### src/rtl/writeback_stage.sv
// MEM/WB pipeline register and write-back datapath for the RV32I core.
// Selects the commit value, extracts load data, and counts retired instructions.
module writeback_stage #(
  parameter int unsigned RETIRE_W = 32
) (
  input  logic                clk,
  input  logic                rst,
  input  logic                stall,
  input  logic                flush,
  input  logic                mem_valid,
  input  logic                mem_reg_write,
  input  logic [4:0]          mem_rd,
  input  logic [1:0]          mem_wb_sel,
  input  logic [2:0]          mem_funct3,
  input  logic [31:0]         mem_alu_result,
  input  logic [31:0]         mem_load_data,
  input  logic [31:0]         mem_pc_plus4,
  output logic                wb_valid,
  output logic                wb_reg_write,
  output logic [4:0]          wb_rd,
  output logic [31:0]         wb_write_data,
  output logic [RETIRE_W-1:0] retire_count
);

  localparam int unsigned XLEN = 32;

  typedef struct packed {
    logic            valid;
    logic            reg_write;
    logic [4:0]      rd;
    logic [1:0]      wb_sel;
    logic [2:0]      funct3;
    logic [XLEN-1:0] alu_result;
    logic [XLEN-1:0] load_data;
    logic [XLEN-1:0] pc_plus4;
  } wb_reg_t;

  wb_reg_t             wb_q;
  logic [RETIRE_W-1:0] retire_q;
  logic [7:0]          ld_byte;
  logic [15:0]         ld_half;
  logic [XLEN-1:0]     ld_value;

  // Pipeline register: flush beats stall beats capture
  always_ff @(posedge clk or posedge rst) begin
    if (rst) begin
      wb_q <= '0;
    end else if (flush) begin
      wb_q <= '0;
    end else if (!stall) begin
      wb_q <= '{valid:      mem_valid,
                reg_write:  mem_reg_write,
                rd:         mem_rd,
                wb_sel:     mem_wb_sel,
                funct3:     mem_funct3,
                alu_result: mem_alu_result,
                load_data:  mem_load_data,
                pc_plus4:   mem_pc_plus4};
    end
  end

  // An instruction retires when it leaves WB, either advancing or being flushed out
  always_ff @(posedge clk or posedge rst) begin
    if (rst) begin
      retire_q <= '0;
    end else if (wb_q.valid && (flush || !stall)) begin
      retire_q <= retire_q + RETIRE_W'(1);
    end
  end

  // Little-endian byte/halfword extraction; offset[0] ignored for halfwords
  always_comb begin
    ld_byte  = 8'h00;
    ld_half  = 16'h0000;
    ld_value = wb_q.load_data;
    case (wb_q.alu_result[1:0])
      2'd0:    ld_byte = wb_q.load_data[7:0];
      2'd1:    ld_byte = wb_q.load_data[15:8];
      2'd2:    ld_byte = wb_q.load_data[23:16];
      default: ld_byte = wb_q.load_data[31:24];
    endcase
    ld_half = wb_q.alu_result[1] ? wb_q.load_data[31:16] : wb_q.load_data[15:0];
    case (wb_q.funct3)
      3'b000:  ld_value = {{24{ld_byte[7]}}, ld_byte};
      3'b100:  ld_value = {24'h000000, ld_byte};
      3'b001:  ld_value = {{16{ld_half[15]}}, ld_half};
      3'b101:  ld_value = {16'h0000, ld_half};
      default: ld_value = wb_q.load_data;
    endcase
  end

  always_comb begin
    wb_write_data = wb_q.alu_result;
    case (wb_q.wb_sel)
      2'b01:   wb_write_data = ld_value;
      2'b10:   wb_write_data = wb_q.pc_plus4;
      default: wb_write_data = wb_q.alu_result;
    endcase
  end

  assign wb_valid     = wb_q.valid;
  assign wb_reg_write = wb_q.valid & wb_q.reg_write & (wb_q.rd != 5'd0);
  assign wb_rd        = wb_q.rd;
  assign retire_count = retire_q;

endmodule

### config.mk
export PLATFORM = sky130hd
export DESIGN_NAME = writeback_stage
export DESIGN_NICKNAME = d
export VERILOG_FILES = /design/src/rtl/writeback_stage.sv
export SDC_FILE = /design/constraint.sdc
export NUM_CORES = 1
export LEC_CHECK = 0
export ABC_AREA = 0
export CAP_MARGIN = 5
export CORE_MARGIN = 2
export CORE_UTILIZATION = 30
export DETAILED_ROUTE_END_ITERATION = 8
export SLEW_MARGIN = 20
export SYNTH_ARGS = -nofsm -noshare
export SYNTH_HDL_FRONTEND = slang
export SYNTH_SLANG_ARGS = --single-unit
### constraint.sdc
create_clock -name clk -period 5.75 [get_ports clk]
set_input_delay 0.575 -clock clk [delete_from_list [all_inputs] [get_ports clk]]
set_output_delay 0.575 -clock clk [all_outputs]
set_load 0.01 [all_outputs]
# Word level (Yosys, flattened, before mapping)
# Cells that the tools add are included.
dict set report totals {
  out_inout_bits 71
  wordCells 32
  regBits 140
  in_bits 112
}
dict set report op_classes {
  muxes 6
  reduce_logical 6
  bitwise 2
  eq_ne 8
  add_sub_neg 1
}
# operator count
set op_table {}
lappend op_table {{108-bit two-way mux} 2}
lappend op_table {{32-bit one-hot mux with 4 select lines} 1}
lappend op_table {{32-bit one-hot mux with 2 select lines} 1}
lappend op_table {{32-bit by 1-bit adder with 32-bit output (second input constant)} 1}
lappend op_table {{8-bit one-hot mux with 3 select lines} 1}
lappend op_table {{16-bit two-way mux} 1}
lappend op_table {{3-bit == test (second input constant)} 2}
lappend op_table {{5-bit nonzero test} 1}
lappend op_table {{2-bit by 1-bit == test with 1-bit output (second input constant)} 2}
lappend op_table {{2-bit == test (second input constant)} 2}
lappend op_table {{3-bit by 1-bit == test with 1-bit output (second input constant)} 1}
lappend op_table {{3-bit logical NOT} 1}
lappend op_table {{1-bit AND} 2}
lappend op_table {{2-bit logical NOT} 1}
lappend op_table {{2-bit by 1-bit != test with 1-bit output (second input constant)} 1}
lappend op_table {{1-bit logical AND} 1}
lappend op_table {{1-bit logical NOT} 1}
lappend op_table {{1-bit logical OR} 1}

# Depth between registers and ports, before layout
# Gate-level depths: netlist of the first run.
dict set report logic_depth {
  ltp_word 4
  ltp_mapped 8
  mapped_depth_nobuf 6
}

# Least setup slack after synthesis of the first run
# No wires, ideal clock.
dict set report synth_path {
  path_type {flip-flop to output port}
  startpoint {register wb_q[100] in the netlist's numbering}
  endpoint {output port wb_write_data[16]}
  slack_ns 3.468
  stages_incl_launch_ff 9
  path_buffers 3
  t_required_ns 5.175
  arrival_time_ns 1.707
  path_cell_list {dfrtp_1 > inv_1 > ha_1 > clkbuf_1 > nand2b_1 > or4_1 > buf_6 > buf_8 > nand2_1}
}
dict set report synth_via {
  elab_chain_cells 2
  word_cells_on_any_way 3
  cone_classes {2 x eq/ne; 1 x mux}
}
# element line
set synth_lines {}
lappend synth_lines {{start, declared} 38} ;# wb_reg_t wb_q;
lappend synth_lines {{start signal, assigned} 51} ;# wb_q <= '{valid: mem_valid,
lappend synth_lines {{2-bit == test or 2-bit by 1-bit == test with 1-bit output (tied branches)} 94} ;# case (wb_q.wb_sel)
lappend synth_lines {{32-bit one-hot mux with 2 select lines *} 94}
lappend synth_lines {{end, declared} 21} ;# output logic [31:0] wb_write_data,
# Mark *: on every way between the ends. The rest lies on a longest branch, timed or not.

# Worst setup path after layout of the first run
dict set report layout_path {
  startpoint {register wb_q[65] in the netlist's numbering}
  endpoint {output port wb_write_data[31]}
}
dict set report layout_via {
  elab_chain_cells 4
  word_cells_on_any_way 7
  cone_classes {2 x eq/ne; 4 x mux; 1 x reduce/logical}
}
# element line
set layout_lines {}
lappend layout_lines {{2-bit == test, or another cell as far along} 76} ;# case (wb_q.alu_result[1:0])
lappend layout_lines {{8-bit one-hot mux with 3 select lines} 76}
lappend layout_lines {{32-bit one-hot mux with 4 select lines *} 83} ;# case (wb_q.funct3)
lappend layout_lines {{32-bit one-hot mux with 2 select lines *} 94}
# Marks and branches as above.

==> flow_summary.ini, run 1 <==
[clock_network]
clkLatencyLatePin_ns = 0.42
cts.path.max_buffers = 2
cts_hold_buf = 0
cts-root-buf = clkbuf_16
total_of_cells_resized_after_clock_tree_synthesis = 0
clock_tree_from_tritoncts = yes
cts_made_buffers = 17
cts.sink_count = 140
h_tree_depth_reported_by_cts = 4
clock_pin_slew_reported_for_the_worst_setup_and_hold_paths_after_clock_tree_synthesis_ns = 0.06
count_of_buffers_added_by_post_cts_timing_repair_for_setup = 0

[finish]
multi_input_area_mm2 = 0.00325
fillerInstances = 2347
finalInstanceArea_mm2 = 0.00963
design.final.nets = 957
final_common_cell = clkdlybuf4s50_1
final_layout_size_suffix_gt1_share_pct = 5.38
final_core_util_pct = 41.4
diodes = 0
register_area_mm2 = 0.00350
final_cell_mix = 180 x clkdlybuf4s50_1, 140 x dfrtp_1, 129 x nor2_1
final-instance-count-excl-fill = 1174
synthToLayoutAreaGrowth_pct = 36.5

[status]
outcome = finished clean

[critical_path]
worst_path_largest_cell_delay_ns = 0.81
reg2regPathDepth = 4
start_kind = flop
path_delay_family = simple AND/OR/NAND/NOR gates
worst_reg_to_reg_setup_slack_ns = 3.85
worst_ep_arrival_time_ns = 3.25
criticalPathCategory = reg2out
endpoint_kind = output pin
cp_num_buf_inv = 1
critical_path_required_ns = 5.18
path_max_fanout = 19
path_cells = mux4_2, mux2i_1, or4_1, o2111ai_1, clkdlybuf4s50_1
regToRegStartpoint = retire_count[4]
timing.critical_path.slowest_stage_cell = or4_1
critical_path.startpoint = wb_q[65]
critical_path.reg2reg.endpoint = retire_count[27]

[power_and_ir_drop]
power.net_switching_mw = 0.697
p_int_mw = 1.90
combPwrFrac_pct = 15.9
cellLeakagePower_nw = 4.30
p_sw_share_pct = 26.8
power_per_cell_area_mw_per_mm2 = 270
power.share.clock_pct = 41.7
irDropWorstVdd_uv = 166
seq_power_share_pct = 42.4

[sta]
finalMaxSlewViolations = 0
timing.final.setup_violations = 0
timing.final.crit_share_pct = 66.5
finalHoldViolCount = 0
layout_setup_ws_ns = 1.92
fin_skew_ns = 0.0100
period_minus_slack_ns = 3.83
final.setup.tns_ns = 0
fmax_mhz = 261
worst_pin_slew_ns = 0.912
slew_headroom_pct = 39.2
grt_setup_unrepaired = no

[placed_design]
dp.cells = 1142
dp_slack_ns = 2.40
gp_routability_congestion = 0.827
placedInstanceArea_mm2 = 0.00905
buffer_ports.inserted = 182
dp_hpwl_um = 14700

[worst_hold_path]
whs_path_depth = 1
min-delay-path-class = reg2reg
hold_path_end = retire_count[31]
worst_hold_startpoint = retire_count[31]

[global_routing]
groute.layer.met1.usage_pct = 24.7
via_count_of_the_first_global_routing_pass = 5357
met2_usage_pct = 26.0
gr-usage-met3_pct = 4.65
grt_start_max_net_pins = 107
grt_most_used_layer = met2
grt_use_total_pct = 17.3
grt_antenna_before_repair = 1
global_route.overflow_total = 0
grt_pass1_wl_um = 32200

[routing]
wirelength_um = 21400
drt_iter0_markers = 423
residual_antenna_violating_net_count_after_detailed_routing = 0
detail_route.vias_per_cell = 4.81
wl_per_cell_um = 18.2
vias = 5644
detailedRoute.firstPassIterationCount = 5
detail_route.drc_violations = 0

[yosys]
synth_seq_area_share_pct = 49.7
synth_area_per_cell_um2 = 10.2
yosys_register_bits = 140
number_of_instances_in_the_synthesized_netlist = 691
yosys.cell_types.count = 43
mappedNetlistNets = 806
synth-warning-count = 0
post_synth_instance_area_mm2 = 0.00705

[floorplanning]
placeableCoreArea_mm2 = 0.0233
io_pins = 183
die_height_um = 157
die_x_um = 157
initial_core_util_pct = 30.3
core.rowCount = 56
area_enclosed_by_the_die_boundary_mm2 = 0.0247

[flow_run]
timing.max_cap.violations = 0
-- power groups by stage --
stage	logic, mW	clock network [mW]	registers [mW]
final	0.414	1.08	1.10
after global routing	0.452	1.16	1.11
after CTS	0.419	1.11	1.10
after detailed placement	0.417	0	1.12
after global placement	0.415	0	1.12
after floorplan	0.216	0	1.11
-- state kept, by name, indices dropped and copies added, names as in the netlist --
| register | count |
|---|---|
| retire_count | 32 |
| wb_rd | 5 |
| wb_q | 102 |
| wb_valid | 1 |
-- layer usage --
metal	routed length (um)	part of all wire (%)
met5	0	0
met4	329	1.5
met3	1170	5.4
met2	9710	45
met1	10200	48
-- kinds of logic after synthesis --
logic type / Yosys count / synth area share [%]
AO/OA/AOI/OAI: 69 / 7.05
XOR/XNOR: 31 / 3.85
adder cells (fa/ha/maj): 3 / 0.532
buffers and inverters: 64 / 4.26
flip-flops: 140 / 49.7
multiplexers: 125 / 18.0
AND/OR/NAND/NOR: 259 / 16.7
-- metrics by stage --
stage                     power, mW  hold WS (ns)
final                          2.60         0.472
after global routing           2.72         0.509
after CTS                      2.64         0.475
after detailed placement       1.54         0.466
after global placement         1.54         0.463
after floorplan                1.32         0.489
-- Yosys cell counts (all sizes together) --
library cell,n,area [um2]
or3,1,6.26
a211oi,1,7.51
clkbuf,29,109
buf,26,158
and4,5,43.8
nand4,20,125
or4,1,7.51
a21oi,15,78.8
o22a,1,8.76
nor3,1,5.00
o311a,1,10.0
dfrtp,140,3500
o221ai,15,131
and2,4,25.0
inv,8,30.0
nand2b,2,12.5
mux2i,122,1220
and3,6,37.5
a221oi,15,131
xor2,3,26.3
ha,3,37.5
mux2,2,22.5
a22oi,1,7.51
nor2b,13,81.3
xnor2,28,245
nor2,129,484
nand3,12,60.1
nand2,58,218
o21ai,12,60.1
or2b,1,7.51
o211ai,7,52.6
clkinv,1,3.75
nor3b,1,12.5
o2111ai,1,8.76
nor4,4,40.0
mux4,1,22.5
nor4b,1,8.76
-- area by class of cell --
class	count	area share (%)
tap	319	4.15
inverter	9	0.429
clock buffer	18	4.46
timing repair buffer	187	19.3
sequential	140	36.4
multi-input combinational	487	33.8
clock inverter	14	1.52
-- worst max-delay path by stage --
| stage | slack [ns] | cells after the start | end |
|---|---|---|---|
| 6_report | 1.92 | 5 | wb_write_data[31] |
| 5_1_grt | 1.76 | 5 | wb_write_data[31] |
| 4_1_cts | 1.93 | 5 | wb_write_data[31] |
| 3_5_place_dp | 2.40 | 5 | wb_write_data[31] |
| 3_3_place_gp | 2.41 | 5 | wb_write_data[31] |
| 2_1_floorplan | 1.42 | 1 | retire_count[0] |
Note: power is estimated with default switching activity, not from simulation.
==> run 2: changes to the inputs <==
==> constraint.sdc (replaced) <==
create_clock -name clk -period 3.79 [get_ports clk]
set_input_delay 0.379 -clock clk [delete_from_list [all_inputs] [get_ports clk]]
set_output_delay 0.379 -clock clk [all_outputs]
set_load 0.01 [all_outputs]
==> run 2 against run 1 <==
Net effect: cell count up 0.34%; count of clock-buffer cells in the layout up 2; critical path depth unchanged; sequential power up 52%; worst setup slack worse by 1.5 ns; critical endpoint unchanged; largest cell class unchanged; highest routed layer is now met5.
==> flow_summary.ini, run 2 (synthesis results as in run 1) <==
[clock_network]
count_of_buffers_added_by_post_cts_timing_repair_for_setup = 0
cts_hold_buf = 0
clock_tree_from_tritoncts = yes
cts.path.max_buffers = 2
clock_pin_slew_reported_for_the_worst_setup_and_hold_paths_after_clock_tree_synthesis_ns = 0.06
total_of_cells_resized_after_clock_tree_synthesis = 0
cts-root-buf = clkbuf_16
cts.sink_count = 140
clkLatencyLatePin_ns = 0.42
h_tree_depth_reported_by_cts = 4
cts_made_buffers = 17

[critical_path]
start_kind = flop
worst_reg_to_reg_setup_slack_ns = 1.89
critical_path.reg2reg.endpoint = retire_count[27]
reg2regPathDepth = 4
critical_path_required_ns = 3.41
worst_ep_arrival_time_ns = 3.01
criticalPathCategory = reg2out
regToRegStartpoint = retire_count[4]
endpoint_kind = output pin
path_max_fanout = 16

[finish]
register_area_mm2 = 0.00350
final_cell_mix = 180 x clkdlybuf4s50_1, 140 x dfrtp_1, 129 x nor2_1
final_layout_size_suffix_gt1_share_pct = 5.61
synthToLayoutAreaGrowth_pct = 36.9
final_core_util_pct = 41.5
largest_register = wb_q
largest_register_ffs = 102
multi_input_area_mm2 = 0.00325
fillerInstances = 2311
design.final.nets = 958
final_common_cell = clkdlybuf4s50_1
finalInstanceArea_mm2 = 0.00966
final-instance-count-excl-fill = 1178

[routing]
residual_antenna_violating_net_count_after_detailed_routing = 0
detailedRoute.firstPassIterationCount = 5
wl_per_cell_um = 17.9
detail_route.drc_violations = 0
detail_route.vias_per_cell = 4.75
drt_iter0_markers = 333
vias = 5599
wirelength_um = 21000

[sta]
final.setup.tns_ns = 0
grt_setup_unrepaired = no
timing.final.setup_violations = 0
fmax_mhz = 295
timing.final.crit_share_pct = 89.5
fin_worst_hold_slack_ns = 0.250
fin_skew_ns = 0.00465
finalHoldViolCount = 0
slew_headroom_pct = 26.9
period_minus_slack_ns = 3.39
finalMaxSlewViolations = 0
layout_setup_ws_ns = 0.397
worst_pin_slew_ns = 1.10

[floorplanning]
die_height_um = 157
initial_core_util_pct = 30.3
die_x_um = 157
core.rowCount = 56
io_pins = 183
placeableCoreArea_mm2 = 0.0233
area_enclosed_by_the_die_boundary_mm2 = 0.0247

[placed_design]
dp.cells = 1143
placedInstanceArea_mm2 = 0.00908
buffer_ports.inserted = 182
gp_routability_congestion = 0.852
dp_hpwl_um = 14400
dp_slack_ns = 0.824

[power_and_ir_drop]
power_per_cell_area_mw_per_mm2 = 405
cellLeakagePower_nw = 4.32
irDropWorstVdd_uv = 262
total_power_mw = 3.91

[global_routing]
global_route.overflow_total = 0
via_count_of_the_first_global_routing_pass = 5527
grt_antenna_before_repair = 4
groute.layer.met1.usage_pct = 23.7
met2_usage_pct = 26.6
grt_start_max_net_pins = 141
gr-usage-met3_pct = 4.52
grt_most_used_layer = met2
grt_pass1_wl_um = 32500
grt_use_total_pct = 17.2

[worst_hold_path]
min-delay-path-class = in2reg
worst_hold_startpoint = flush
whs_path_depth = 2
hold_path_end = wb_valid

[flow_run]
timing.max_cap.violations = 0

[status]
outcome = finished clean
## run 2: cell types whose count changed in the layout (fill, tap and decap cells not counted)
cell,delta
buf_4,-1
diode_2,+3
clkinvlp_4,-3
clkinv_2,-2
clkbuf_1,-1
clkinv_4,+1
clkbuf_8,+3
inv_6,+4
bufinv_16,-2
buf_12,+2
## run 2: power by group
group,switching (mW),internal (mW),leakage [nW]
sequential,0.0879,1.58,1.87
combinational,0.292,0.340,2.18
clock,0.704,0.907,0.276
## run 2: worst max-delay path by stage
stage,start,endpoint,slack (ns)
final,wb_q[96],wb_write_data[31],0.40
after detailed placement,wb_q[99],wb_write_data[31],0.82
after CTS,wb_q[99],wb_write_data[31],0.36
after floorplan,rst,retire_count[0],1.66
after global placement,wb_q[99],wb_write_data[31],0.83
after global routing,wb_q[100],wb_write_data[31],0.24
## run 2: per-layer routing
metal	share of wire, %	wire length (um)
met4	1.3	266
met1	47	9840
met2	46	9760
met5	0.057	12
met3	5.5	1170
## run 2: layout make-up
type / count / area share [%]
Clock inverter: 12 / 1.05
Tap cell: 319 / 4.13
Timing Repair Buffer: 188 / 19.6
Multi-Input combinational cell: 487 / 33.7
Antenna cell: 3 / 0.0778
Sequential cell: 140 / 36.3
Clock buffer: 20 / 4.83
Inverter: 9 / 0.389
## run 2: worst max-delay path, cell delays in order, from the launching register on
cell and delay, ns:
dfrtp_1 0.48, clkinv_1 0.32, mux2i_1 0.19, or4_1 0.80
o2111ai_1 0.24, clkdlybuf4s50_1 0.57
==> run 3: changes to the inputs <==
--- a/config.mk
+++ b/config.mk
@@ -9,6 +9,7 @@
 export CAP_MARGIN = 5
 export CORE_MARGIN = 2
 export CORE_UTILIZATION = 30
+export CTS_CLUSTER_SIZE = 30
 export DETAILED_ROUTE_END_ITERATION = 8
 export SLEW_MARGIN = 20
 export SYNTH_ARGS = -nofsm -noshare
==> results of run 3 <==
Final layout, timing and power as in run 2 (identical DEF).
